--- config.mk ---
export PLATFORM = sky130hd
export DESIGN_NAME = csr_file_m_flat
export DESIGN_NICKNAME = d
export VERILOG_FILES = /design/src/rtl/csr_file_m_if.sv /design/src/rtl/csr_file_m.sv /design/src/flat_wrapper.sv
export SDC_FILE = /design/constraint.sdc
export NUM_CORES = 2
export LEC_CHECK = 0
export ABC_AREA = 1
export CAP_MARGIN = 20
export CORE_ASPECT_RATIO = 0.75
export CORE_MARGIN = 2
export CORE_UTILIZATION = 49
export CTS_CLUSTER_DIAMETER = 120
export CTS_CLUSTER_SIZE = 16
export DETAILED_ROUTE_END_ITERATION = 8
export PLACE_DENSITY = 0.76
export SYNTH_ARGS = -nofsm -noshare
export SYNTH_HDL_FRONTEND = slang
export SYNTH_SLANG_ARGS = --single-unit
--- constraint.sdc ---
create_clock -name clk -period 64.7 [get_ports clk]
set_input_delay 9.705 -clock clk [delete_from_list [all_inputs] [get_ports clk]]
set_output_delay 9.705 -clock clk [all_outputs]
set_load 0.02 [all_outputs]
--- src/rtl/csr_file_m_if.sv ---
// CSR instruction access bus between the writeback stage (master) and csr_file_m (slave).
interface csr_file_m_if;
  logic        access;
  logic [11:0] addr;
  logic [1:0]  wtype;
  logic [31:0] woperand;
  logic [31:0] rdata;
  logic        illegal;

  modport master (output access, addr, wtype, woperand, input rdata, illegal);
  modport slave  (input access, addr, wtype, woperand, output rdata, illegal);
endinterface

--- src/rtl/csr_file_m.sv ---
// Machine-mode CSR file for dtcore32: trap/mret sequencing, interrupts, performance counters.
// Define CSR_MTVEC_VECTORED_EN to enable vectored interrupt dispatch through mtvec[1:0].
module csr_file_m #(
  parameter int          NUM_HPM   = 4,
  parameter int          CNT_WIDTH = 64,
  parameter logic [31:0] HART_ID   = 32'd0,
  localparam int         HPM_W     = (NUM_HPM > 0) ? NUM_HPM : 1
) (
  input  logic             clk,
  input  logic             rst,
  csr_file_m_if.slave      csr,
  input  logic             retire,
  input  logic             trap_valid,
  input  logic             trap_is_irq,
  input  logic [30:0]      trap_cause,
  input  logic [31:0]      trap_pc,
  input  logic [31:0]      trap_tval,
  input  logic             mret,
  input  logic             irq_ext,
  input  logic             irq_timer,
  input  logic             irq_sw,
  input  logic [HPM_W-1:0] hpm_event,
  output logic [31:0]      trap_target,
  output logic [31:0]      mepc,
  output logic             irq_pending,
  output logic [30:0]      irq_cause
);

  // Counter slots are indexed by address low bits: 0 mcycle, 1 unused (time), 2 minstret, 3.. mhpm.
  localparam int          NCNT       = 3 + NUM_HPM;
  localparam logic [63:0] HPM_MASK64 = ((64'd1 << NUM_HPM) - 64'd1) << 3;
  localparam logic [31:0] INH_MASK   = 32'h5 | HPM_MASK64[31:0];
  localparam logic [31:0] MIE_MASK   = 32'h888;

  logic                 mstatus_mie, mstatus_mpie;
  logic [31:0]          mie_q, mscratch_q, mepc_q, mcause_q, mtval_q, minhibit_q;
  logic [29:0]          mtvec_base;
`ifdef CSR_MTVEC_VECTORED_EN
  logic                 mtvec_mode;
`endif
  logic                 mip_ext, mip_tim, mip_sw;
  logic [CNT_WIDTH-1:0] cnt_q [NCNT];
  logic [NCNT-1:0]      cnt_inc;

  logic [31:0]          rd, wdata, mstatus_rd, mip_rd, mtvec_rd;
  logic                 impl, cnt_region, cnt_impl, commit, cnt_wr;
  logic [4:0]           cnt_idx;
  logic [63:0]          cnt_ext, cnt_tmp;
  logic [CNT_WIDTH-1:0] cnt_sel, cnt_wval;
  logic                 pend_e, pend_t, pend_s;

  assign mstatus_rd = {19'd0, 2'b11, 3'd0, mstatus_mpie, 3'd0, mstatus_mie, 3'd0};
  assign mip_rd     = {20'd0, mip_ext, 3'd0, mip_tim, 3'd0, mip_sw, 3'd0};
`ifdef CSR_MTVEC_VECTORED_EN
  assign mtvec_rd   = {mtvec_base, 1'b0, mtvec_mode};
`else
  assign mtvec_rd   = {mtvec_base, 2'b00};
`endif

  always_comb begin
    cnt_idx    = csr.addr[4:0];
    cnt_region = (csr.addr[11:5] == 7'b1011000) || (csr.addr[11:5] == 7'b1011100);
    cnt_impl   = (cnt_idx == 5'd0) || (cnt_idx == 5'd2) ||
                 ((cnt_idx >= 5'd3) && (int'(cnt_idx) < NCNT));
    cnt_sel    = '0;
    for (int i = 0; i < NCNT; i++) begin
      if (cnt_idx == 5'(i)) cnt_sel = cnt_q[i];
    end
    cnt_ext = '0;
    cnt_ext[CNT_WIDTH-1:0] = cnt_sel;
  end

  always_comb begin
    rd   = '0;
    impl = 1'b1;
    case (csr.addr)
      12'h300: rd = mstatus_rd;
      12'h304: rd = mie_q;
      12'h305: rd = mtvec_rd;
      12'h320: rd = minhibit_q;
      12'h340: rd = mscratch_q;
      12'h341: rd = mepc_q;
      12'h342: rd = mcause_q;
      12'h343: rd = mtval_q;
      12'h344: rd = mip_rd;
      12'hF14: rd = HART_ID;
      default: begin
        if (cnt_region && cnt_impl) rd = csr.addr[7] ? cnt_ext[63:32] : cnt_ext[31:0];
        else impl = 1'b0;
      end
    endcase
  end

  assign csr.rdata   = rd;
  assign csr.illegal = csr.access &&
                       (!impl || ((csr.wtype != 2'b00) && (csr.addr[11:10] == 2'b11)));

  always_comb begin
    case (csr.wtype)
      2'd2:    wdata = rd & ~csr.woperand;
      2'd3:    wdata = rd | csr.woperand;
      default: wdata = csr.woperand;
    endcase
  end

  // A write to one counter half rebuilds the full value with the other half held.
  always_comb begin
    cnt_tmp = cnt_ext;
    if (csr.addr[7]) cnt_tmp[63:32] = wdata;
    else             cnt_tmp[31:0]  = wdata;
    cnt_wval = cnt_tmp[CNT_WIDTH-1:0];
  end

  assign commit = csr.access && (csr.wtype != 2'b00) && !csr.illegal;
  assign cnt_wr = commit && !trap_valid && !mret && cnt_region;

  always_comb begin
    cnt_inc    = '0;
    cnt_inc[0] = !minhibit_q[0];
    cnt_inc[2] = retire && !minhibit_q[2];
    for (int k = 0; k < NUM_HPM; k++) begin
      cnt_inc[3+k] = hpm_event[k] && !minhibit_q[3+k];
    end
  end

  always_ff @(posedge clk or posedge rst) begin
    if (rst) begin
      for (int i = 0; i < NCNT; i++) cnt_q[i] <= '0;
    end else begin
      for (int i = 0; i < NCNT; i++) begin
        if (cnt_wr && (cnt_idx == 5'(i))) cnt_q[i] <= cnt_wval;
        else if (cnt_inc[i])              cnt_q[i] <= cnt_q[i] + 1'b1;
      end
    end
  end

  always_ff @(posedge clk or posedge rst) begin
    if (rst) begin
      mip_ext <= 1'b0;
      mip_tim <= 1'b0;
      mip_sw  <= 1'b0;
    end else begin
      mip_ext <= irq_ext;
      mip_tim <= irq_timer;
      mip_sw  <= irq_sw;
    end
  end

  // Trap entry outranks mret, which outranks a CSR write; the losing write is dropped.
  always_ff @(posedge clk or posedge rst) begin
    if (rst) begin
      mstatus_mie  <= 1'b0;
      mstatus_mpie <= 1'b0;
      mie_q        <= '0;
      mtvec_base   <= '0;
`ifdef CSR_MTVEC_VECTORED_EN
      mtvec_mode   <= 1'b0;
`endif
      minhibit_q   <= '0;
      mscratch_q   <= '0;
      mepc_q       <= '0;
      mcause_q     <= '0;
      mtval_q      <= '0;
    end else if (trap_valid) begin
      mepc_q       <= {trap_pc[31:2], 2'b00};
      mcause_q     <= {trap_is_irq, trap_cause};
      mtval_q      <= trap_tval;
      mstatus_mpie <= mstatus_mie;
      mstatus_mie  <= 1'b0;
    end else if (mret) begin
      mstatus_mie  <= mstatus_mpie;
      mstatus_mpie <= 1'b1;
    end else if (commit) begin
      case (csr.addr)
        12'h300: begin
          mstatus_mie  <= wdata[3];
          mstatus_mpie <= wdata[7];
        end
        12'h304: mie_q <= wdata & MIE_MASK;
        12'h305: begin
          mtvec_base <= wdata[31:2];
`ifdef CSR_MTVEC_VECTORED_EN
          mtvec_mode <= (wdata[1:0] == 2'b01);
`endif
        end
        12'h320: minhibit_q <= wdata & INH_MASK;
        12'h340: mscratch_q <= wdata;
        12'h341: mepc_q     <= {wdata[31:2], 2'b00};
        12'h342: mcause_q   <= wdata;
        12'h343: mtval_q    <= wdata;
        default: ;
      endcase
    end
  end

  assign mepc        = mepc_q;
  assign pend_e      = mie_q[11] && mip_ext;
  assign pend_t      = mie_q[7]  && mip_tim;
  assign pend_s      = mie_q[3]  && mip_sw;
  assign irq_pending = mstatus_mie && (pend_e || pend_t || pend_s);

  always_comb begin
    irq_cause = '0;
    if (mstatus_mie) begin
      if (pend_e)      irq_cause = 31'd11;
      else if (pend_s) irq_cause = 31'd3;
      else if (pend_t) irq_cause = 31'd7;
    end
  end

`ifdef CSR_MTVEC_VECTORED_EN
  always_comb begin
    trap_target = {mtvec_base, 2'b00};
    if (mtvec_mode && trap_is_irq)
      trap_target = {mtvec_base, 2'b00} + {25'd0, trap_cause[4:0], 2'b00};
  end
`else
  assign trap_target = {mtvec_base, 2'b00};
`endif

endmodule

--- src/flat_wrapper.sv ---
// flat-port wrapper written by rule: the top's interface ports become plain ports
module csr_file_m_flat 
#(
  parameter int          NUM_HPM   = 4,
  parameter int          CNT_WIDTH = 64,
  parameter logic [31:0] HART_ID   = 32'd0,
  localparam int         HPM_W     = (NUM_HPM > 0) ? NUM_HPM : 1
)
  (clk, rst, retire, trap_valid, trap_is_irq, trap_cause, trap_pc, trap_tval, mret, irq_ext, irq_timer, irq_sw, hpm_event, trap_target, mepc, irq_pending, irq_cause, csr_access, csr_addr, csr_wtype, csr_woperand, csr_rdata, csr_illegal);
  csr_file_m_if csr_i ();
  input  logic clk;
  input  logic rst;
  input  logic retire;
  input  logic trap_valid;
  input  logic trap_is_irq;
  input  logic [30:0] trap_cause;
  input  logic [31:0] trap_pc;
  input  logic [31:0] trap_tval;
  input  logic mret;
  input  logic irq_ext;
  input  logic irq_timer;
  input  logic irq_sw;
  input  logic [HPM_W-1:0] hpm_event;
  output logic [31:0] trap_target;
  output logic [31:0] mepc;
  output logic irq_pending;
  output logic [30:0] irq_cause;
  input wire logic [$bits(csr_i.access)-1:0] csr_access;
  input wire logic [$bits(csr_i.addr)-1:0] csr_addr;
  input wire logic [$bits(csr_i.wtype)-1:0] csr_wtype;
  input wire logic [$bits(csr_i.woperand)-1:0] csr_woperand;
  output wire logic [$bits(csr_i.rdata)-1:0] csr_rdata;
  output wire logic [$bits(csr_i.illegal)-1:0] csr_illegal;
  assign csr_i.access = csr_access;
  assign csr_i.addr = csr_addr;
  assign csr_i.wtype = csr_wtype;
  assign csr_i.woperand = csr_woperand;
  assign csr_rdata = csr_i.rdata;
  assign csr_illegal = csr_i.illegal;
  csr_file_m #(.NUM_HPM(NUM_HPM), .CNT_WIDTH(CNT_WIDTH), .HART_ID(HART_ID)) u_core (.clk(clk), .rst(rst), .csr(csr_i), .retire(retire), .trap_valid(trap_valid), .trap_is_irq(trap_is_irq), .trap_cause(trap_cause), .trap_pc(trap_pc), .trap_tval(trap_tval), .mret(mret), .irq_ext(irq_ext), .irq_timer(irq_timer), .irq_sw(irq_sw), .hpm_event(hpm_event), .trap_target(trap_target), .mepc(mepc), .irq_pending(irq_pending), .irq_cause(irq_cause));
endmodule
### Word level (Yosys, flattened, before mapping)

Index checks and enable logic that the tools add are counted.

* logic and storage cells: 168
* flip-flop bits (word level): 620
* input port bits: 155
* output and inout bits: 129

* add/subtract/negate cells: 6
* equality and inequality tests: 23
* bitwise operators: 5
* reduce and logical (&&, ||, !) cells: 62
* magnitude comparators: 2
* muxes and demuxes: 51

Operators with widths (number)
* 2-to-1 mux 64 bit: 19
* 2-to-1 mux 32 bit: 16
* adder 64 x 1 -> 64 bit, second input constant: 6
* one-hot mux 32 bit (10 select lines): 1
* == test 12 x 10 -> 1 bit, second input constant: 9
* 2-to-1 mux 31 bit: 3
* one-hot mux 32 bit (2 select lines): 1
* AND 32 bit: 1
* inverter 32 bit: 1
* bitwise OR 32 bit: 1
* logical AND 1 bit: 25
* nonzero test 2 bit: 10
* AND reduction 4 bit: 4
* == test 5 x 3 -> 1 bit, second input constant: 3
* == test 7 bit, second input constant: 2
* == test 12 bit, second input constant: 1
* == test 5 x 2 -> 1 bit, second input constant: 2
* 2-to-1 mux 1 bit: 10
* OR reduction 10 bit: 1
* logical NOT 1 bit: 9
* AND reduction 3 bit: 3
* == test 2 bit, second input constant: 3
* logical OR 1 bit: 6
* nonzero test 3 bit: 2
* other kinds (8): 10

### Logic depth before layout (Yosys ltp)

* depth after elaboration: 17
* depth in mapped cells: 19
* gate-level depth less buffers: 18

### Worst setup path before layout

OpenSTA, ideal clock, no wires.

* path kind: input -> output
* start: in csr_addr[4]
* end: out csr_rdata[9]
* arrival time: 11.273 ns
* required time: 54.995 ns
* buffers on the path: 3
* stages on the path: 11
* setup slack: 43.722 ns
* path through: buf_4 -> inv_2 -> nand2_1 -> buf_2 -> clkbuf_1 -> o21ai_0 -> o21ai_0 -> nand3_1 -> nand2_1 -> nand2_1 -> a32o_1

* longest elaborated chain between the ends: 11
* elaborated cells between the ends (all ways): 33
* classes of those cells: order compare (2); eq/ne (16); mux (10); reduce/logical (5)

Ends and longest elaborated chain
* from (decl): line flat_wrapper.sv:29 `input wire logic [$bits(csr_i.addr)-1:0] csr_addr;`
* logical NOT 5 bit: line csr_file_m.sv:63, csr_file_m.sv:67
* 2-to-1 mux 64 bit (7 in a row): line csr_file_m.sv:67 `if (cnt_idx == 5'(i)) cnt_sel = cnt_q[i];`
* 2-to-1 mux 32 bit (2 in a row): line csr_file_m.sv:88 `if (cnt_region && cnt_impl) rd = csr.addr[7] ? cnt_ext[63:32] : cnt_ext[31:0];`
* one-hot mux 32 bit (10 select lines) (*): line csr_file_m.sv:76 `case (csr.addr)`
* to (decl): line flat_wrapper.sv:32 `output wire logic [$bits(csr_i.rdata)-1:0] csr_rdata;`

Mark *: on every way between the ends. The rest lies on a longest branch, timed or not.

### Final worst setup path

* start: in csr_addr[4]
* end: out csr_rdata[11]

The elaborated chain is that of the path after synthesis.

==> impl_metrics.env <==
export IMPL_clk_path_buf_depth=3
export IMPL_final_hold_violation_count=0
export IMPL_grt_ovfl_total=0
export IMPL_worstHoldStart="u_core.cnt_q[348]"
export IMPL_p_total_uw=834
export IMPL_path_buf_inv=7
export IMPL_crit_chain="clkdlybuf4s50_1 > inv_2 > nand2_2 > buf_4 > buf_4 > inv_2 > buf_4 > nand2_1 > o21ai_0 > nand3_1 > nand2_1 > nand2_1 > nand3_1 > nand2_1 > clkdlybuf4s50_1"
export IMPL_worstSetupEndpointType="primary output"
export IMPL_ys_types=62
export IMPL_dieArea_sq_um=91200
export IMPL_fillers=8923
export IMPL_skew_ns=0.0327
export IMPL_slowest_stage="clkdlybuf4s50_1"
export IMPL_path_max_fanout=48
export IMPL_grt_pass1_vias=44275
export IMPL_wl_per_cell_um=27.7
export IMPL_ys_seq_area_share_pct=35.6
export IMPL_grt_pass1_wl_um=312000
export IMPL_ctsResizeCount=0
export IMPL_layout_drive_gt1_share_pct=3.37
export IMPL_outcome="finished, final reports clean"
export IMPL_drc=0
export IMPL_crit_required_ns=54.99
export IMPL_synth_edf_count=0
export IMPL_reg2reg_from="u_core.cnt_q[192]"
export IMPL_max_freq_mhz=41.0
export IMPL_place_hpwl_um=170000
export IMPL_postCtsHoldBufs=0
export IMPL_gp_routability_congestion=1.10
export IMPL_rrSetupSlack_ns=60.59
export IMPL_critical_path_max_stage_delay_ns=1.03
export IMPL_ys_ff_latch=618
export IMPL_layout_cells_most_common="nand2_1"
export IMPL_wirelength_um=220000
export IMPL_whs_endpoint="u_core.cnt_q[348]"
export IMPL_core_sq_um=87900
export IMPL_grt_usage_pct=47.2
export IMPL_p_per_area_nw_per_um2=17.5
export IMPL_syn_inst=6763
export IMPL_syn2layout_area_growth_pct=9.71
export IMPL_io_buffers=250
export IMPL_numCtsBuffers=44
export IMPL_pin_count=284
export IMPL_critPathKind="input port to primary output"
export IMPL_crit_path_start_kind="input port"
export IMPL_final_cell_mix="nand2_1, nand3_1, dfrtp_1"
export IMPL_holdPathStages=0
export IMPL_clk_pin_slew_ns=0.07
export IMPL_antenna_left=0
export IMPL_final_nets=6949
export IMPL_syn_area_sq_um=43500
export IMPL_drt_pass1_iter_count=6
export IMPL_vias=49497
export IMPL_period_share_pct=37.7
export IMPL_grt_max_degree=120
export IMPL_fin_worst_hold_slack_ns=0.379
export IMPL_cts_sinks=618
export IMPL_cp_data_arrival_time_ns=14.71
export IMPL_via_per_inst=6.23
export IMPL_htreeDepth=2
export IMPL_ctsRootBufferMaster="clkbuf_16"
export IMPL_cpMostUsedCell="nand2_1"
export IMPL_path_delay_family="buffers and inverters"
export IMPL_initial_core_util_pct=49.5
export IMPL_p_leak_uw=0.0221
export IMPL_rsz0062_at_grt="false"
export IMPL_regArea_sq_um=15500
export IMPL_num_rows=94
export IMPL_setup_viol=0
export IMPL_die_h_um=262
export IMPL_die_x_um=348
export IMPL_max_cap_viol_count=0
export IMPL_min_period_ns=24.42
export IMPL_maxSlewHeadroom_pct=10.7
export IMPL_ys_flop_type="dfrtp_1"
export IMPL_worst_pin_slew_ns=1.33
export IMPL_async_flop_share_pct=100
export IMPL_antenna_found_initial=10
export IMPL_multi_input_area_sq_um=24200
export IMPL_postSynthAreaPerCell_sq_um=6.43
export IMPL_post_cts_setup_buffers=0
export IMPL_ys_warn_count=0
export IMPL_hold_path_class="register to register"
export IMPL_drt_initial_drc_count=8334
export IMPL_clk_latency_ns=0.66
export IMPL_tns_ns=0
export IMPL_r2r_cells=14
export IMPL_cts_tree="done"
export IMPL_peakVddDrop_v=0.0000234
export IMPL_r2r_end="u_core.cnt_q[250]"
export IMPL_slew_violations=0
==> how the worst max path moves through the flow <==
stage                            to  slack, ns  cells after the start        start
floorplan           u_core.cnt_q[0]      37.69                      1          rst
global placement      csr_rdata[11]      40.59                     15  csr_addr[4]
detailed placement    csr_rdata[11]      40.59                     15  csr_addr[4]
CTS                   csr_rdata[11]      40.57                     15  csr_addr[4]
global route          csr_rdata[15]      40.26                     15  csr_addr[0]
finish                csr_rdata[11]      40.28                     15  csr_addr[4]
==> per-stage QoR <==
stage / utilization [%] / area (sq um) / worst slack, ns / instances
2_1_floorplan: - / 43600 / 37.69 / 6793
3_3_place_gp: 53.0 / 46600 / 40.59 / 7894
3_5_place_dp: 53.0 / 46600 / 40.59 / 7894
4_1_cts: 54.3 / 47700 / 40.57 / 7942
5_1_grt: 54.3 / 47700 / 40.26 / 7943
6_report: 54.3 / 47700 / 40.28 / 7945
==> flip-flops by register name (all words and copies together) (netlist names) <==
| signal | cells |
|---|---|
| u_core.mstatus_mie | 1 |
| u_core.mip_ext | 1 |
| u_core.minhibit_q | 6 |
| u_core.mip_sw | 1 |
| u_core.mstatus_mpie | 1 |
| u_core.mtvec_base | 30 |
| u_core.mepc | 30 |
| u_core.mip_tim | 1 |
| u_core.mcause_q | 32 |
| u_core.mie_q | 3 |
| u_core.mscratch_q | 32 |
| u_core.cnt_q | 448 |
| u_core.mtval_q | 32 |
==> worst reg2reg max path, cell delays in order, from the launching register on <==
cell      delay, ns
dfrtp_1        0.42
ha_1           0.22
nand3_1        0.25
nor2_1         0.27
nand2_1        0.18
nor2_1         0.52
nand3b_1       0.26
nor2_1         0.39
nand3_1        0.27
nor2_1         0.41
nand2_1        0.17
nor2_1         0.25
nand2_1        0.12
xor2_1         0.17
mux2i_1        0.13
==> metal layers <==
layer,routed length [um],vias up,share of wire (%),GRT usage (%)
met5,80,-,0.036,0
met4,10500,10,4.8,19.5
met3,34600,535,16,18.3
met2,85700,3398,39,63.3
met1,89200,23530,41,67.1
li1,-,22024,-,-
==> Yosys cell counts (12+ instances only) <==
master    number  area [sq um]
nand3_1      964          4820
clkbuf_1     210           788
nand2_1     2267          8510
xnor2_1       22           193
inv_2         15          56.3
o22ai_1       15          93.8
buf_2         97           485
a22oi_1       24           180
nor2_1       488          1830
or2_2         28           175
dfrtp_1      618         15500
xor2_1       159          1390
nor4_1        47           294
o211ai_1      45           338
a211oi_1      12          90.1
nor2_2        12          75.1
nor3_1       211          1060
buf_1         31           116
nand4_1      169          1060
buf_4         40           300
a21oi_1      257          1290
o21ai_0      291          1460
inv_1        605          2270
==> where the power goes <==
group	switching, uW	internal [uW]	leakage, uW
sequential	16.0	400	0.00776
clock	160	124	0.000568
combinational	98.2	35.4	0.0138
total	274	559	0.0221
==> area by class of cell <==
type                            instances  share of cell area (%)
Sequential cell                       618                    32.4
Clock buffer                           45                    2.36
Timing Repair Buffer                  328                    6.46
Clock inverter                          3                  0.0551
Inverter                              623                    4.92
Tap cell                             1152                    3.02
Multi-Input combinational cell       5173                    50.8
Antenna cell                            3                  0.0157
==> cells by family (layout without fill, tap and decap cells) <==
logic type / count (synthesis) / count (layout) / synth area share (%)
simple gates: 4245 / 4245 / 42.2
flops: 618 / 618 / 35.6
buf+inv: 1002 / 999 / 9.29
compound gates: 704 / 704 / 8.98
xor+xnor: 181 / 181 / 3.64
other cells: 1 / 34 / 0.00862
fa+ha+maj: 6 / 6 / 0.173
mux: 6 / 6 / 0.138
Note: power is estimated with default switching activity, not from simulation.
